### src/rtl/trace_delta_decoder_pkg.sv
// Shared types and helpers for the trace change-record decoder.
package trace_decoder_pkg;

  localparam int unsigned MAX_VARS = 256;

  typedef enum logic [1:0] {
    ACCUM  = 2'd0,
    CHECK  = 2'd1,
    REPORT = 2'd2
  } state_e;

  // Expected shadow row: even-numbered variables are 1, odd ones are 0.
  function automatic logic [MAX_VARS-1:0] expect_mask(input int unsigned vars);
    logic [MAX_VARS-1:0] m;
    m = '0;
    for (int unsigned v = 0; v < MAX_VARS; v++) begin
      if (v < vars && (v % 2) == 0) m[v] = 1'b1;
    end
    return m;
  endfunction

  // Add b to a, clamping at the all-ones value of a w-bit counter (w <= 31).
  function automatic logic [31:0] sat_add(input logic [31:0] a, input logic [31:0] b,
                                          input int unsigned w);
    logic [32:0] sum;
    logic [32:0] max_v;
    sum   = {1'b0, a} + {1'b0, b};
    max_v = (33'd1 << w) - 33'd1;
    return (sum > max_v) ? max_v[31:0] : sum[31:0];
  endfunction

endpackage

### src/rtl/trace_delta_decoder_if.sv
// Change-record stream: one record per valid/ready handshake.
interface trace_delta_decoder_if #(
  parameter int unsigned INSTANCES = 10,
  parameter int unsigned VARS      = 10
) ();
  localparam int unsigned IW = (INSTANCES > 1) ? $clog2(INSTANCES) : 1;
  localparam int unsigned VW = (VARS > 1) ? $clog2(VARS) : 1;

  logic          rec_valid;
  logic          rec_ready;
  logic [IW-1:0] rec_inst;
  logic [VW-1:0] rec_var;
  logic          rec_value;
  logic          rec_last;

  modport master (output rec_valid, rec_inst, rec_var, rec_value, rec_last,
                  input  rec_ready);
  modport slave  (input  rec_valid, rec_inst, rec_var, rec_value, rec_last,
                  output rec_ready);
endinterface

### src/rtl/trace_delta_decoder_row_popcount.sv
// Combinational population count of one shadow row.
module trace_row_popcount #(
  parameter int unsigned VARS = 10
) (
  input  logic [VARS-1:0]              row_i,
  output logic [$clog2(VARS+1)-1:0]    count_o
);
  localparam int unsigned PW = $clog2(VARS + 1);

  always_comb begin
    count_o = '0;
    for (int unsigned i = 0; i < VARS; i++) begin
      count_o = count_o + PW'(row_i[i]);
    end
  end
endmodule

### src/rtl/trace_delta_decoder.sv
// Rebuilds an INSTANCES x VARS shadow bank from change records and checks it per timestep.
// Optional TRACE_DECODER_CHANGE_ONLY_EN: redundant (no-change) records count as errors.
module trace_delta_decoder
  import trace_decoder_pkg::*;
#(
  parameter int unsigned INSTANCES = 10,
  parameter int unsigned VARS      = 10,
  parameter int unsigned CNT_W     = 16
) (
  input  logic                      clk,
  input  logic                      rst,
  trace_delta_decoder_if.slave      rec,
  output logic                      check_done,
  output logic                      check_pass,
  output logic                      range_err,
  output logic [CNT_W-1:0]          frame_count,
  output logic [CNT_W-1:0]          err_count
);
  localparam int unsigned IW = (INSTANCES > 1) ? $clog2(INSTANCES) : 1;
  localparam int unsigned PW = $clog2(VARS + 1);
  localparam int unsigned AW = $clog2(INSTANCES * VARS + 1);
  localparam logic [MAX_VARS-1:0] MASK_FULL   = expect_mask(VARS);
  localparam logic [VARS-1:0]     EXPECT_MASK = MASK_FULL[VARS-1:0];
  localparam logic [IW-1:0]       LAST_ROW    = IW'(INSTANCES - 1);

  state_e            state_q, state_d;
  logic [VARS-1:0]   shadow_q [INSTANCES];
  logic [VARS-1:0]   shadow_d [INSTANCES];
  logic [IW-1:0]     row_q, row_d;
  logic [AW-1:0]     acc_q, acc_d;
  logic              range_q, range_d;
  logic              kill_q, kill_d;
  logic              ready_q, ready_d;
  logic              done_q, done_d;
  logic              pass_q, pass_d;
  logic [CNT_W-1:0]  frame_q, frame_d;
  logic [CNT_W-1:0]  err_q, err_d;

  logic [PW-1:0]     row_pc;
  logic              accept;
  logic              in_range;

  trace_row_popcount #(.VARS(VARS)) u_popcount (
    .row_i   (shadow_q[row_q] ^ EXPECT_MASK),
    .count_o (row_pc)
  );

  assign accept   = rec.rec_valid && ready_q;
  assign in_range = (32'(rec.rec_inst) < INSTANCES) && (32'(rec.rec_var) < VARS);

  always_comb begin
    state_d  = state_q;
    shadow_d = shadow_q;
    row_d    = row_q;
    acc_d    = acc_q;
    range_d  = range_q;
    kill_d   = kill_q;
    done_d   = 1'b0;
    pass_d   = pass_q;
    frame_d  = frame_q;
    err_d    = err_q;

    case (state_q)
      ACCUM: begin
        if (accept) begin
          if (!in_range) begin
            range_d = 1'b1;
            err_d   = CNT_W'(sat_add(32'(err_q), 32'd1, CNT_W));
          end else begin
`ifdef TRACE_DECODER_CHANGE_ONLY_EN
            if (shadow_q[rec.rec_inst][rec.rec_var] == rec.rec_value) begin
              err_d  = CNT_W'(sat_add(32'(err_q), 32'd1, CNT_W));
              kill_d = 1'b1;
            end
`endif
            shadow_d[rec.rec_inst][rec.rec_var] = rec.rec_value;
          end
          if (rec.rec_last) begin
            state_d = CHECK;
            row_d   = '0;
          end
        end
      end
      CHECK: begin
        acc_d = acc_q + AW'(row_pc);
        if (row_q == LAST_ROW) state_d = REPORT;
        else                   row_d   = row_q + 1'b1;
      end
      REPORT: begin
        done_d  = 1'b1;
        pass_d  = (acc_q == '0) && !range_q && !kill_q;
        err_d   = CNT_W'(sat_add(32'(err_q), 32'(acc_q), CNT_W));
        frame_d = frame_q + 1'b1;
        range_d = 1'b0;
        kill_d  = 1'b0;
        acc_d   = '0;
        state_d = ACCUM;
      end
      default: state_d = ACCUM;
    endcase

    ready_d = (state_d == ACCUM);
  end

  always_ff @(posedge clk) begin
    if (rst) begin
      state_q <= ACCUM;
      for (int unsigned i = 0; i < INSTANCES; i++) shadow_q[i] <= '0;
      row_q   <= '0;
      acc_q   <= '0;
      range_q <= 1'b0;
      kill_q  <= 1'b0;
      ready_q <= 1'b0;
      done_q  <= 1'b0;
      pass_q  <= 1'b0;
      frame_q <= '0;
      err_q   <= '0;
    end else begin
      state_q  <= state_d;
      shadow_q <= shadow_d;
      row_q    <= row_d;
      acc_q    <= acc_d;
      range_q  <= range_d;
      kill_q   <= kill_d;
      ready_q  <= ready_d;
      done_q   <= done_d;
      pass_q   <= pass_d;
      frame_q  <= frame_d;
      err_q    <= err_d;
    end
  end

  assign rec.rec_ready = ready_q;
  assign check_done    = done_q;
  assign check_pass    = pass_q;
  assign range_err     = range_q;
  assign frame_count   = frame_q;
  assign err_count     = err_q;

endmodule

### src/flat_wrapper.sv
// flat-port wrapper written by rule: the top's interface ports become plain ports
module trace_delta_decoder_flat import trace_decoder_pkg::*;
#(
  parameter int unsigned INSTANCES = 10,
  parameter int unsigned VARS      = 10,
  parameter int unsigned CNT_W     = 16
)
  (clk, rst, check_done, check_pass, range_err, frame_count, err_count, rec_rec_valid, rec_rec_inst, rec_rec_var, rec_rec_value, rec_rec_last, rec_rec_ready);
  trace_delta_decoder_if #(.INSTANCES(INSTANCES), .VARS(VARS)) rec_i ();
  input  logic clk;
  input  logic rst;
  output logic check_done;
  output logic check_pass;
  output logic range_err;
  output logic [CNT_W-1:0] frame_count;
  output logic [CNT_W-1:0] err_count;
  input wire logic [$bits(rec_i.rec_valid)-1:0] rec_rec_valid;
  input wire logic [$bits(rec_i.rec_inst)-1:0] rec_rec_inst;
  input wire logic [$bits(rec_i.rec_var)-1:0] rec_rec_var;
  input wire logic [$bits(rec_i.rec_value)-1:0] rec_rec_value;
  input wire logic [$bits(rec_i.rec_last)-1:0] rec_rec_last;
  output wire logic [$bits(rec_i.rec_ready)-1:0] rec_rec_ready;
  assign rec_i.rec_valid = rec_rec_valid;
  assign rec_i.rec_inst = rec_rec_inst;
  assign rec_i.rec_var = rec_rec_var;
  assign rec_i.rec_value = rec_rec_value;
  assign rec_i.rec_last = rec_rec_last;
  assign rec_rec_ready = rec_i.rec_ready;
  trace_delta_decoder #(.INSTANCES(INSTANCES), .VARS(VARS), .CNT_W(CNT_W)) u_core (.clk(clk), .rst(rst), .rec(rec_i), .check_done(check_done), .check_pass(check_pass), .range_err(range_err), .frame_count(frame_count), .err_count(err_count));
endmodule
### config.mk
export PLATFORM = sky130hd
export DESIGN_NAME = trace_delta_decoder_flat
export DESIGN_NICKNAME = d
export VERILOG_FILES = /design/src/rtl/trace_delta_decoder_pkg.sv /design/src/rtl/trace_delta_decoder_if.sv /design/src/rtl/trace_delta_decoder_row_popcount.sv /design/src/rtl/trace_delta_decoder.sv /design/src/flat_wrapper.sv
export SDC_FILE = /design/constraint.sdc
export NUM_CORES = 1
export LEC_CHECK = 0
export ABC_AREA = 1
export BUFFER_PORTS_ARGS = -buffer_cell sky130_fd_sc_hd__buf_2
export CAP_MARGIN = 20
export CELL_PAD_IN_SITES_DETAIL_PLACEMENT = 0
export CELL_PAD_IN_SITES_GLOBAL_PLACEMENT = 2
export CORE_MARGIN = 2
export CORE_UTILIZATION = 38
export DETAILED_ROUTE_END_ITERATION = 16
export HOLD_SLACK_MARGIN = 0.02
export PLACE_DENSITY = 0.86
export SYNTH_ARGS = -nofsm -noshare
export SYNTH_HDL_FRONTEND = slang
export SYNTH_SLANG_ARGS = --single-unit
### constraint.sdc
create_clock -name clk -period 13.8 [get_ports clk]
set_input_delay 2.76 -clock clk [delete_from_list [all_inputs] [get_ports clk]]
set_output_delay 2.76 -clock clk [all_outputs]
set_load 0.02 [all_outputs]
==> flow_metrics.env <==
export IMPL_rsz0062_at_grt="no"
export IMPL_final_layout_size_suffix_gt1_share_pct=11.4
export IMPL_drt_initial_drc_count=657
export IMPL_syn_area_um2=8380
export IMPL_max_slew_worst_pin_slew_ns=1.13
export IMPL_synth_top_family_by_area="simple AND/OR/NAND/NOR gates"
export IMPL_fin_crit_sh_pct=40.6
export IMPL_min_path_type="register to register"
export IMPL_ys_seq_area_share_pct=35.6
export IMPL_cp_start_kind="register"
export IMPL_ir_drop_uv=71.6
export IMPL_synth_compound_area_share_pct=19.5
export IMPL_max_freq_mhz=178
export IMPL_dr_pass1_iters=5
export IMPL_cp_arrival_ns=5.93
export IMPL_synth_seq_cells=149
export IMPL_cp_end_kind="register"
export IMPL_clkSinkCount=149
export IMPL_viasPerCell=5.52
export IMPL_cp_max_fo=53
export IMPL_synth_cell_types=47
export IMPL_max_cap_violations=0
export IMPL_synth_fa_ha_area_share_pct=4.90
export IMPL_ctsHoldBuffers=0
export IMPL_nets=1274
export IMPL_dp_final_hpwl_um=17600
export IMPL_endpoint="u_core.acc_q[6]"
export IMPL_n_antenna_cell=0
export IMPL_crit_type="register to register"
export IMPL_antenna_found_initial=0
export IMPL_clock_path_buffers=2
export IMPL_yosys_warnings=0
export IMPL_crit_required_ns=14.12
export IMPL_syn_nets=1258
export IMPL_cts_setup_buffers=0
export IMPL_r2r_start="u_core.row_q[0]"
export IMPL_routedWlPerCell_um=18.5
export IMPL_gp_congestion=0.830
export IMPL_clock_latency_ns=0.43
export IMPL_synth_avg_cell_area_um2=6.88
export IMPL_crit_path_start="u_core.row_q[0]"
export IMPL_areaGrowthSynthToFinish_pct=12.9
export IMPL_finClkSkew_ns=0.0122
export IMPL_ys_async_sr_fraction_pct=0
export IMPL_numCtsBuffers=17
export IMPL_fp_dieW_um=152
export IMPL_drv_slew=0
export IMPL_yosys_area_share_xor_xnor_pct=1.34
export IMPL_slew_headroom_pct=24.4
export IMPL_die_y_um=152
export IMPL_vias=8431
export IMPL_start_util_pct=38.5
export IMPL_setup_viol=0
export IMPL_grt_total_usage_pct=24.3
export IMPL_reg2regPathDepth=21
export IMPL_grt_overflow=0
export IMPL_dieArea_um2=23300
export IMPL_cts_root_buf="clkbuf_16"
export IMPL_hold_viol_final=0
export IMPL_synth_edf_count=0
export IMPL_layout_commonest_cell="nor3_1"
export IMPL_synth_simple_gate_area_share_pct=29.0
export IMPL_cts_clk_slew_worst_paths_ns=0.07
export IMPL_antenna_left=0
export IMPL_status="finished, final reports clean"
export IMPL_grt_pass1_vias=8016
export IMPL_power_density_nw_per_um2=112
export IMPL_cts_tree="built"
export IMPL_core_area_um2=21800
export IMPL_ioPinCount=49
export IMPL_worst_r2r_setup_slack_ns=8.20
export IMPL_min_from="u_core.frame_count[15]"
export IMPL_leakage_nw=3.58
export IMPL_rows=54
export IMPL_grt_pass1_wl_um=45000
export IMPL_grt_max_degree=101
export IMPL_postCtsResizedCells=0
export IMPL_total_power_mw=1.06
export IMPL_syn_inst=1217
export IMPL_portBuffers=48
export IMPL_setup_tns_ns=0
export IMPL_min_period_ns=5.60
export IMPL_synth_area_mux_share_pct=0.478
export IMPL_timing_rr_end="u_core.acc_q[6]"
export IMPL_final_cell_mix="nor3_1 (188), a21oi_1 (149), dfxtp_1 (148)"
export IMPL_finalWirelength_um=28300
export IMPL_drc=0
export IMPL_htreeDepth=4
export IMPL_ys_flop_type="dfxtp_1"
flip-flops by register name (all words and copies together), names as in the netlist:
name / cells
u_core.shadow_q: 100
u_core.frame_count: 16
u_core.state_q: 2
u_core.err_count: 16
u_core.range_err: 1
u_core.rec.rec_ready: 1
u_core.check_pass: 1
u_core.check_done: 1
u_core.acc_q: 7
u_core.row_q: 4
worst max-delay path: stages (launching register included):
cell      delay [ns]
dfxtp_2         1.04
inv_1           0.27
buf_4           0.37
o21ai_0         0.20
o221ai_1        0.13
o211ai_1        0.14
o21ai_0         0.20
inv_1           0.14
fa_1            0.44
fa_1            0.54
inv_1           0.07
fa_1            0.50
inv_1           0.05
fa_1            0.41
inv_1           0.10
fa_1            0.21
a21oi_1         0.08
o21bai_1        0.15
and3_1          0.19
nand2_1         0.07
xor2_1          0.14
nor2_1          0.05
per-stage QoR:
| stage | cell area (um^2) | utilization [%] | hold WS (ns) | instances | worst slack, ns |
|---|---|---|---|---|---|
| 6_report | 9460 | 43.5 | 0.466 | 1526 | 8.20 |
| 5_1_grt | 9460 | 43.5 | 0.487 | 1526 | 7.82 |
| 4_1_cts | 9460 | 43.5 | 0.469 | 1526 | 8.27 |
| 3_5_place_dp | 8830 | 40.6 | 0.451 | 1494 | 8.26 |
| 3_3_place_gp | 8830 | 40.6 | 0.453 | 1494 | 8.37 |
| 2_1_floorplan | 8380 | - | 0.447 | 1217 | 9.44 |
synth_stat cells, types with 7 or more instances:
cell        n  area, um^2
a21oi_1   149         746
a21oi_2     7        61.3
clkbuf_1   61         229
clkinv_1   21        78.8
dfxtp_1   149        2980
fa_1        8         160
ha_1       20         250
inv_1     102         383
nand2_1   141         529
nand3_1    49         245
nand4_1     7        43.8
nor2_1    116         435
nor3_1    189         946
o211ai_1    7        52.6
o21ai_0    93         465
o221ai_1   16         140
xor2_1      9        78.8
per-layer routing:
layer | part of all wire, % | global-route usage (%) | vias to the layer above
li1 | - | - | 4179
met1 | 46 | 32.8 | 3918
met2 | 45 | 39.3 | 276
met3 | 5.5 | 3.70 | 58
met4 | 3.1 | 9.17 | 0
met5 | 0 | 0 | -
how the worst min path moves through the flow:
stage,to,slack (ns),cells past startpoint
global route,u_core.shadow_q[72],0.49,2
detailed placement,u_core.frame_count[15],0.45,2
finish,u_core.frame_count[15],0.47,2
CTS,u_core.frame_count[15],0.47,2
floorplan,u_core.shadow_q[73],0.45,2
global placement,u_core.frame_count[15],0.45,2
kinds of logic (layout without fill, tap and decap cells):
logic type	Yosys count	count (layout)
AND/OR/NAND/NOR	530	530
AO/OA/AOI/OAI	295	295
buffers and inverters	199	228
flip-flops	149	149
adder cells (fa/ha/maj)	28	28
XOR/XNOR	12	12
multiplexers	4	4
final cells by class:
type / count / area, um^2
clock buffer: 18 / 439
clock inverter: 14 / 186
fill: 2289 / 12300
inverter: 129 / 484
multi-input combinational: 869 / 4630
sequential: 149 / 2980
tap: 280 / 350
timing repair buffer: 67 / 385
report_power, final:
part | internal (mW) | switching [mW] | leakage, nW | total, mW
Clock | 0.295 | 0.212 | 0.301 | 0.507
Sequential | 0.434 | 0.0101 | 1.20 | 0.444
Combinational | 0.0342 | 0.0763 | 2.08 | 0.110
Total | 0.764 | 0.298 | 3.58 | 1.06
Note: power is estimated with default switching activity, not from simulation.
